### src/rtl/led_shift_writer_pkg.sv
// Shared types and default geometry for the LED / segment shift-register writer.
package led_shift_pkg;

   // Cascaded register length and half-period of the generated shift clock.
   localparam int DEFAULT_WIDTH = 24;
   localparam int DEFAULT_DIV   = 2;

   // Frame sequencer states: wait for a word, clock it out, pulse the latch.
   typedef enum logic [1:0] {
      IDLE  = 2'd0,
      SHIFT = 2'd1,
      LATCH = 2'd2
   } state_t;

endpackage

### src/rtl/led_shift_writer_shift_tick_gen.sv
// Divide counter for the shift clock: emits a one-cycle tick every DIV cycles
// while enabled. Each tick marks a half-period boundary of LED_sclk.
module shift_tick_gen #(
   parameter int DIV = 2
) (
   input  logic clk,
   input  logic rst,
   input  logic en,
   input  logic clr,
   output logic tick
);

   localparam int CW = $clog2(DIV) + 1;
   localparam logic [CW-1:0] LAST = CW'(DIV - 1);

   logic [CW-1:0] cnt;

   // The tick is decoded from the counter register; it is only used internally.
   assign tick = en && (cnt == LAST);

   // Count 0..DIV-1 while enabled; an accept or idle period restarts the phase.
   always_ff @(posedge clk or posedge rst) begin
      if (rst) begin
         cnt <= '0;
      end else if (clr || !en) begin
         cnt <= '0;
      end else if (cnt == LAST) begin
         cnt <= '0;
      end else begin
         cnt <= cnt + CW'(1);
      end
   end

endmodule

### src/rtl/led_shift_writer.sv
// Serial writer for cascaded shift registers: takes a parallel word over a
// valid/ready handshake, shifts it out MSB-first on a generated clock, then
// pulses the storage latch so all register outputs update together.
//
// Handshake: a frame is accepted on a rising clk edge where wr_en && ready.
// ready is high only in IDLE; wr_en at any other time is ignored and wr_data
// is sampled solely at the accepting edge.
module led_shift_writer
   import led_shift_pkg::*;
#(
   parameter int WIDTH = DEFAULT_WIDTH,
   parameter int DIV   = DEFAULT_DIV
) (
   input  logic             clk,
   input  logic             rst,
   input  logic             wr_en,
   input  logic [WIDTH-1:0] wr_data,
   output logic             ready,
   output logic             done,
   output logic             LED_data,
   output logic             LED_sclk,
   output logic             LED_latch,
   output state_t           dbg_state
);

   localparam int BW = $clog2(WIDTH) + 1;
   localparam logic [BW-1:0] LAST_BIT = BW'(WIDTH - 1);

   state_t           state, state_nxt;
   logic [WIDTH-1:0] sreg, sreg_nxt;
   logic [BW-1:0]    bit_cnt, bit_nxt;
   logic             latch_half, half_nxt;
   logic             sclk_nxt, latch_nxt, ready_nxt, done_nxt;
   logic             accept;
   logic             tick;

   // The MSB of the shift register is the pin; it is cleared on the way back
   // to IDLE so the data line rests low between frames.
   assign LED_data  = sreg[WIDTH-1];
   assign dbg_state = state;

   assign accept = (state == IDLE) && wr_en;

   shift_tick_gen #(
      .DIV (DIV)
   ) u_tick (
      .clk  (clk),
      .rst  (rst),
      .en   (state != IDLE),
      .clr  (accept),
      .tick (tick)
   );

   // Next-state and next-output decode; every output comes from a flop.
   always_comb begin
      state_nxt = state;
      sreg_nxt  = sreg;
      bit_nxt   = bit_cnt;
      half_nxt  = latch_half;
      sclk_nxt  = LED_sclk;
      latch_nxt = LED_latch;
      ready_nxt = ready;
      done_nxt  = 1'b0;

      case (state)
         IDLE: begin
            if (wr_en) begin
               state_nxt = SHIFT;
               sreg_nxt  = wr_data;
               bit_nxt   = '0;
               sclk_nxt  = 1'b0;
               ready_nxt = 1'b0;
            end
         end

         SHIFT: begin
            if (tick) begin
               if (!LED_sclk) begin
                  // End of low phase: data has had DIV cycles of setup.
                  sclk_nxt = 1'b1;
               end else begin
                  // End of high phase: the only point where data may move.
                  sclk_nxt = 1'b0;
                  if (bit_cnt == LAST_BIT) begin
                     state_nxt = LATCH;
                     latch_nxt = 1'b1;
                     half_nxt  = 1'b0;
                  end else begin
                     bit_nxt  = bit_cnt + BW'(1);
                     sreg_nxt = {sreg[WIDTH-2:0], 1'b0};
                  end
               end
            end
         end

         LATCH: begin
            // Latch stays high for two tick periods, i.e. one full sclk period.
            if (tick) begin
               if (!latch_half) begin
                  half_nxt = 1'b1;
               end else begin
                  state_nxt = IDLE;
                  half_nxt  = 1'b0;
                  latch_nxt = 1'b0;
                  sreg_nxt  = '0;
                  ready_nxt = 1'b1;
                  done_nxt  = 1'b1;
               end
            end
         end

         default: begin
            state_nxt = IDLE;
            sreg_nxt  = '0;
            sclk_nxt  = 1'b0;
            latch_nxt = 1'b0;
            ready_nxt = 1'b1;
         end
      endcase
   end

   // FSM state register.
   always_ff @(posedge clk or posedge rst) begin
      if (rst) begin
         state <= IDLE;
      end else begin
         state <= state_nxt;
      end
   end

   // Datapath and pin registers; reset drops every pin at once mid-frame.
   always_ff @(posedge clk or posedge rst) begin
      if (rst) begin
         sreg       <= '0;
         bit_cnt    <= '0;
         latch_half <= 1'b0;
         LED_sclk   <= 1'b0;
         LED_latch  <= 1'b0;
         ready      <= 1'b1;
         done       <= 1'b0;
      end else begin
         sreg       <= sreg_nxt;
         bit_cnt    <= bit_nxt;
         latch_half <= half_nxt;
         LED_sclk   <= sclk_nxt;
         LED_latch  <= latch_nxt;
         ready      <= ready_nxt;
         done       <= done_nxt;
      end
   end

endmodule

### config.mk
export PLATFORM = sky130hd
export DESIGN_NAME = led_shift_writer
export DESIGN_NICKNAME = d
export VERILOG_FILES = /design/src/rtl/led_shift_writer_pkg.sv /design/src/rtl/led_shift_writer_shift_tick_gen.sv /design/src/rtl/led_shift_writer.sv
export SDC_FILE = /design/constraint.sdc
export NUM_CORES = 1
export LEC_CHECK = 0
export BUFFER_PORTS_ARGS = -buffer_cell sky130_fd_sc_hd__clkbuf_2
export CAP_MARGIN = 15
export CORE_MARGIN = 3
export CORE_UTILIZATION = 31
export DETAILED_ROUTE_END_ITERATION = 7
export PLACE_DENSITY = 0.53
export RECOVER_POWER = 50
export SKIP_CTS_REPAIR_TIMING = 1
export SLEW_MARGIN = 10
export SYNTH_ARGS = -nofsm -noshare
export SYNTH_HDL_FRONTEND = slang
export SYNTH_HIERARCHICAL = 1
export SYNTH_SLANG_ARGS = --single-unit
### constraint.sdc
create_clock -name clk -period 5.95 [get_ports clk]
set_input_delay 1.785 -clock clk [delete_from_list [all_inputs] [get_ports clk]]
set_output_delay 1.785 -clock clk [all_outputs]
set_load 0.05 [all_outputs]
# Word level (Yosys, flattened, before mapping)
# Index checks and enable logic that the tools add are counted.
# word_totals
rom_bits	0
inputBits	27
latchBits	0
reg_bits	39
ramBits	0
output_inout_bits	7
mem_count	0
# classes
muxes	43
order_cmp	0
multipliers	0
reduce_logical	15
n_bitwise	3
eq_ne	11
n_div	0
n_addsub	2
n_shift	0
# ops
op	n
$mux 24	6
$pmux 24 s3	1
$mux 6	4
$mux 1	18
$reduce_and 6->1	3
$mux 2	8
$ne 2x2->1 const B	7
$pmux 6 s2	1
$reduce_and 5->1	2
$pmux 1 s3	3
$add 6x1->6 const B	1
$eq 6x5->1 const B	1
$pmux 2 s3	1
$reduce_bool 2->1	3
$eq 2x1->1 const B	2
$reduce_and 4->1	1
$not 1->1	3
$reduce_and 3->1	1
$add 2x1->2 const B	1
$eq 2x2->1 const B	1
$logic_and 1x1->1	2
$logic_not 2->1	1
$pmux 1 s2	1
$logic_not 1->1	1
$logic_or 1x1->1	1

# Depth between registers and ports, before layout
# Gate-level depths: netlist of the first run.
# depth
ltp_word	5
depth_mapped	9

# Cells and area by module
# The synthesis of the first run kept the hierarchy.
# by_module_without_submodules
mod	area_each_um2	n_inst	cells_each
led_shift_writer	1944.4	1	142
shift_tick_gen	83.8	1	6

# Worst setup path before layout of the first run
# OpenSTA, ideal clock, no wires.
# synth_timing
kind	input to register
from	input port wr_en
to	register sreg[10]
setup_time_ns	0.119
arrival_ns	2.670
slack_ns	3.161
stages	5
n_path_buf	1
cell_sequence	nor3b_4 -> a221oi_2 -> a31o_4 -> buf_6 -> o2bb2ai_2
# synth_between
elab_chain_len	2
# synth_lines
item	line_no	rtl
start, declared	led_shift_writer.sv:16	input logic wr_en,
$ne 2x2->1 (no source line)	--	
$reduce_and 6->1 (no source line)	--	
end signal, assigned	led_shift_writer.sv:142	sreg <= sreg_nxt;
end, declared	led_shift_writer.sv:30	logic [WIDTH-1:0] sreg, sreg_nxt;
# No other way between the ends.
# A chain may end at the register's enable or synchronous reset.

# Worst setup path in the final report of the first run
# layout_timing
from	register state[0], in the netlist dbg_state[0]
to	output port dbg_state[0]
# layout_lines
item	line_no	rtl
start, declared	led_shift_writer.sv:29	state_t state, state_nxt;
start signal, assigned	led_shift_writer.sv:127	state <= state_nxt;
end, declared	led_shift_writer.sv:23	output state_t dbg_state
# No word-level cell between the ends.

==> qor.yml, run 1 <==
layout:
  drive_gt1_share_pct: 37.2
  diodes: 0
  area_growth_pct: 12.6
  final_cells: 255
  fin_nets: 207
  nFillCells: 597
outcome:
  outcome: "complete, but fails checks"
  violations: "max-capacitance violations, max-slew violations"
floorplanning:
  io-pin-count: 34
  die_area_um2: 7550
  die_h_um: 86.9
  coreArea_um2: 6130
  num_rows: 28
  start_util_pct: 33.1
  dieWidth_um: 86.9
worst_hold_path:
  worstHoldPathType: "reg2reg"
  hold_path_depth: 2
  holdPathEnd: "LED_latch"
  hp-start: "LED_latch"
setup_path:
  critPathBufInv: 1
  crit_type: "reg2out"
  cp-start-kind: "flip-flop"
  cp-end-kind: "primary output"
  r2r-start: "dbg_state[0]"
  crit_arrival_ns: 2.25
  r2r-end: "bit_cnt[0]"
  cp.required_ns: 4.16
  cp_slowest_cell: "dfrtp_1"
  reg2regPathDepth: 6
  path_cells: "clkbuf_2"
  crit_fanout: 38
  r2r_slack_ns: 2.69
  slowest_delay_ns: 1.49
  critPathTopFamily: "flip-flops"
global_route:
  grt_use_total_pct: 11.6
  grt_pass1_wl_um: 6870
  grt_max_degree: 39
  grt_pass1_vias: 1414
  antenna_found_initial: 0
  grt_overflow: 0
routing:
  drt_iter0_drc: 42
  routedWlPerCell_um: 15.4
  postRouteAntennaNets: 0
  first_pass_iters: 4
  drc_errors: 0
  vias: 1315
  drt-total-wl_um: 3940
  viasPerCell: 5.16
timing:
  slew_viol_final: 77
  worstMarginPinSlew_ns: 2.00
  setup_viol: 0
  setup_tns_ns: 0
  period_share_pct: 67.8
  slew_headroom_pct: -33.2
  fin_crit_ns: 4.04
  finClkSkew_ns: 0.0111
  fmax_mhz: 248
  hold_viol: 0
  worst_slack_ns: 1.91
  hold_slack_ns: 0.479
  rsz0062_at_grt: "no"
synth:
  synthArstFlopShare_pct: 100
  synth_area_leaders: "dfrtp_1 (47%), o2bb2ai_2 (15%), mux2i_1 (12%)"
  synth_nets: 176
  synthFlopType: "dfrtp_1"
  synth.most_common_cell: "dfrtp_1"
  ys_warn_count: 6
  syn_area_per_cell_um2: 13.7
  synth_top_area_share_pct: 46.9
  synth_area_um2: 2030
  yosysTopAreaCell: "dfrtp_1"
  synth-seq-cells: 39
  synth_top_cells_by_count: "dfrtp_1 (38), mux2i_1 (24), o2bb2ai_2 (20), nand2_1 (6)"
  synth_edf_count: 0
  ys_seq_area_share_pct: 48.2
  netlist-cell-type-count: 43
  synth_cells: 148
clock_network:
  path_clk_slew_ns: 0.07
  root_buffer: "clkbuf_8"
  clock_latency_ns: 0.29
  clockBufferDepth: 2
  cts_tree: "done"
  cts_num_sinks: 39
  cts_buffers: 5
  htreeDepth: 2
power_and_ir_drop:
  power_density_nw_per_um2: 460
  power.leakage_nw: 1.13
  ir_worst_vdd_v: 0.000164
placement:
  place_inst: 247
  io_buffers: 33
  dp_slack_ns: 2.74
  place_hpwl_um: 2670
  gp_congestion: 0.811
flow_run:
  maxCapViolCount: 2
power breakdown:
group / switching, W / total, W / internal, W
clock network: 0.0000875 / 0.000171 / 0.0000833
logic: 0.000242 / 0.000430 / 0.000188
registers: 0.0000888 / 0.000451 / 0.000362
area by class of cell:
type | count | area, um2 | share of cell area (%)
clock buffer | 8 | 80.1 | 3.50
inverter | 6 | 22.5 | 0.986
multi-input combinational | 93 | 945 | 41.3
sequential | 39 | 977 | 42.8
tap | 75 | 93.8 | 4.11
timing repair buffer | 34 | 166 | 7.28
logic make-up (layout without fill, tap and decap cells):
family	Yosys count	count (layout)	share of synthesized area, %
compound gates	41	41	24.0
xor+xnor	4	4	1.73
fa+ha+maj	1	1	0.617
buf+inv	16	48	5.24
flops	39	39	48.2
mux	25	25	12.4
simple gates	22	22	7.84
registers in the layout, summed over array words and instances, names as in the netlist:
signal,count
u_tick/cnt,2
LED_sclk,1
sreg,24
bit_cnt,6
done,1
latch_half,1
LED_latch,1
ready,1
dbg_state,2
through the flow:
stage / cell area, um2 / power (W) / util, %
6_report: 2280 / 0.00105 / 37.3
5_1_grt: 2280 / 0.00112 / 37.3
4_1_cts: 2290 / 0.00106 / 37.4
3_5_place_dp: 2210 / 0.000888 / 36.1
3_3_place_gp: 2210 / 0.000864 / 36.1
2_1_floorplan: 2030 / 0.000832 / -
routing by layer:
layer | global-route usage, % | vias to the layer above | wire length (um)
li1 | - | 626 | -
met4 | 2.97 | 0 | 34
met2 | 18.1 | 27 | 1880
met1 | 15.0 | 658 | 1830
met3 | 4.73 | 4 | 190
met5 | 0 | - | 0
worst max-delay path by stage:
stage	endpoint	cells after the start	from	slack, ns
6_report	dbg_state[0]	1	dbg_state[0]	1.91
3_3_place_gp	dbg_state[0]	1	dbg_state[0]	2.79
5_1_grt	dbg_state[0]	1	dbg_state[0]	1.76
3_5_place_dp	bit_cnt[0]	4	wr_en	2.74
2_1_floorplan	sreg[10]	5	wr_en	3.16
4_1_cts	dbg_state[0]	1	dbg_state[0]	2.45
worst register-to-register path, delay by kind of cell, from the launching register on:
kind | cells | cell delay [ns]
muxes | 1 | 0.29
DFF | 1 | 1.01
and+or+nand+nor | 4 | 1.74
AOI/OAI and AO/OA | 1 | 0.17
placed cells by master, fill, tap and decap left out, drive strengths merged:
master	n
xnor2	2
dfstp	1
nand2	6
a22o	2
inv	6
o2bb2ai	23
o22a	1
mux2i	24
and3b	1
and4bb	1
or2	1
o22ai	1
o31ai	1
xor2	2
nor4	1
nor3b	3
a211oi	1
a21o	1
a31o	2
a2bb2oi	1
dfrtp	38
nand4	2
a221oi	1
nor2	3
ha	1
and2	1
mux2	1
and4b	1
a41oi	1
o21ai	4
and3	1
a21oi	1
o41a	1
nand3b	1
clkbuf	42
(Power assumes the default switching activity.)
==> run 2: changes to the inputs <==
==> constraint.sdc (replaced) <==
create_clock -name clk -period 4.1 [get_ports clk]
set_input_delay 1.23 -clock clk [delete_from_list [all_inputs] [get_ports clk]]
set_output_delay 1.23 -clock clk [all_outputs]
set_load 0.05 [all_outputs]
==> run 2 against run 1 <==
Effect of this change: the run now ends clean; clock skew fell by 0.0031 ns; register-to-register slack worse by 1.4 ns; critical path depth grew 3; count of clock-buffer cells in the layout shrank 2; first-iteration DRC count increased by 40%; largest cell class unchanged; critical endpoint is now bit_cnt[0]; clock power increased by 94%; flip-flop and latch count is the same; die area is the same; via count is 1.7% lower; critical path type is now in2reg; hold slack got worse by 0.030 ns; largest power group unchanged.
==> qor.yml, run 2 (synthesized netlist as in run 1, its figures left out) <==
outcome:
  outcome: "finished clean"
power_and_ir_drop:
  seq_power_share_pct: 40.8  # -2.1 points
  power_density_nw_per_um2: 690  # +50%
  switchingPower_w: 0.000603  # +44%
  comb_power_share_pct: 38.5  # -2.4 points
  power.leakage_nw: 1.15  # +1.7%
  pwr-share-clk_pct: 20.7  # +4.5 points
  switching_share_pct: 37.8  # -2.0 points
  intPower_w: 0.000993  # +57%
  ir_worst_vdd_v: 0.000224  # +36%
clock_network:
  path_clk_slew_ns: 0.08  # about the same
  clockBufferDepth: 2  # unchanged
  cts_buffers: 5  # unchanged
  root_buffer: "clkbuf_8"
  cts_num_sinks: 39  # unchanged
  htreeDepth: 2  # unchanged
  cts_tree: "done"
  clock_latency_ns: 0.29  # about the same
layout:
  largest_reg_flops: 24  # unchanged
  top_register: "sreg"
  drive_gt1_share_pct: 38.9  # +1.7 points
  fin_nets: 207  # unchanged
  fin_util_pct: 37.7  # +0.45 points
  area_growth_pct: 14.0
  nFillCells: 565  # -5.4%
  final_cell_mix: "dfrtp_1 (37), clkbuf_2 (31), mux2i_1 (24)"
  reg_top3: "sreg (24), bit_cnt (6)"
  final_common_cell: "dfrtp_1"
  diodes: 0  # unchanged
routing:
  viasPerCell: 5.07  # -1.7%
  first_pass_iters: 4  # unchanged
  met2WireLength_um: 1750  # -6.8%
  met3_length_um: 232  # +22%
  postRouteAntennaNets: 0  # unchanged
  routedWlPerCell_um: 14.7  # -4.9%
  drt_iter0_drc: 59  # +40%
  drt-total-wl_um: 3750  # -4.9%
  vias: 1292  # -1.7%
  dr.max_layer_used: "met4"
  drc_errors: 0  # unchanged
  wl_met1_um: 1710  # -6.8%
floorplanning:
  dieWidth_um: 86.9  # unchanged
  coreArea_um2: 6130  # unchanged
  num_rows: 28  # unchanged
  die_h_um: 86.9  # unchanged
  die_area_um2: 7550  # unchanged
  start_util_pct: 33.1  # unchanged
  io-pin-count: 34  # unchanged
setup_path:
  crit_arrival_ns: 3.10  # +0.85 ns
  crit_fanout: 25  # -34%
  crit_type: "in2reg"
  cp-start-kind: "primary input"
  cp.required_ns: 4.29  # +0.13 ns
  crit_cells: 4  # +3
  cp-end-kind: "flip-flop"
  reg2regPathDepth: 6  # unchanged
  critPathTopFamily: "simple AND/OR/NAND/NOR gates"
  cp_slowest_cell: "nor3b_1"
  path_cells: "clkbuf_1, nor3b_1, nor2_4, mux2_2"
  slowest_delay_ns: 0.95  # -0.54 ns
  critPathBufInv: 1  # unchanged
worst_hold_path:
  worstHoldPathType: "reg2reg"
  hold_path_depth: 1  # -1
global_route:
  grt_pass1_wl_um: 6790  # -1.1%
  antenna_found_initial: 0  # unchanged
  grt_pass1_vias: 1507  # +6.6%
  grt_overflow: 0  # unchanged
  grt_max_degree: 39  # unchanged
  grt_use_total_pct: 11.4  # -0.24 points
timing:
  setup_viol: 0  # unchanged
  fin_crit_ns: 2.91
  slew_viol_final: 0  # -100%
  rsz0062_at_grt: "no"
  hold_viol: 0  # unchanged
  finClkSkew_ns: 0.00797  # -0.00310 ns
  fmax_mhz: 343
  setup_tns_ns: 0  # unchanged
  period_share_pct: 71.1
  slew_headroom_pct: 13.8  # +47 points
  worstMarginPinSlew_ns: 1.29  # -0.706 ns
placement:
  place_hpwl_um: 2550  # -4.2%
  io_buffers: 33  # unchanged
  gp_congestion: 0.796  # -1.9%
flow_run:
  maxCapViolCount: 0  # -2
run 2: changes by cell type in the layout (fill, tap and decap cells not counted):
cell | previous run | this run
bufinv_16 | 0 | 1
clkinv_2 | 0 | 1
clkbuf_1 | 6 | 3
clkbuf_8 | 5 | 6
nor3b_4 | 1 | 0
dfrtp_1 | 38 | 37
dfrtp_2 | 0 | 1
nor3b_1 | 2 | 3
run 2: worst paths after layout:
check / slack [ns] / start / to
max: 1.19 / wr_en / bit_cnt[0]
min: 0.45 / u_tick/cnt[0] / u_tick/cnt[0]
max reg2reg: 1.28 / dbg_state[0] / bit_cnt[0]
min reg2reg: 0.45 / u_tick/cnt[0] / u_tick/cnt[0]
max in group asynchronous: 1.55 / rst / bit_cnt[5]
min in group asynchronous: 0.77 / rst / u_tick/cnt[0]
run 2: per-layer routing:
metal	GRT usage [%]	vias to the layer above
met1	14.1	632
met3	4.35	6
li1	-	624
met4	3.40	0
met5	0	-
met2	18.3	30
run 2: power groups by stage:
stage               logic, W  clock network [W]  registers [W]
floorplan           0.000533                  0       0.000674
global placement    0.000601                  0       0.000652
detailed placement  0.000624                  0       0.000656
CTS                 0.000627           0.000345       0.000651
global route        0.000681           0.000363       0.000673
finish              0.000615           0.000331       0.000651
run 2: layout make-up:
class                           instances  area [um2]  share of cell area [%]
Clock buffer                            6        82.6                    3.57
Clock inverter                          2        35.0                    1.52
Inverter                                6        22.5                   0.974
Multi-Input combinational cell         93         933                    40.4
Sequential cell                        39         978                    42.3
Tap cell                               75        93.8                    4.06
Timing Repair Buffer                   34         166                    7.20
run 2: metrics by stage:
stage | hold WS (ns) | setup slack (ns) | std cells | total power (W) | area [um2]
floorplan | 0.415 | 1.86 | 148 | 0.00121 | 2030
global placement | 0.440 | 1.33 | 247 | 0.00125 | 2210
detailed placement | 0.438 | 1.23 | 247 | 0.00128 | 2210
CTS | 0.448 | 1.16 | 255 | 0.00162 | 2330
global route | 0.483 | 1.01 | 255 | 0.00172 | 2310
finish | 0.450 | 1.19 | 255 | 0.00160 | 2310
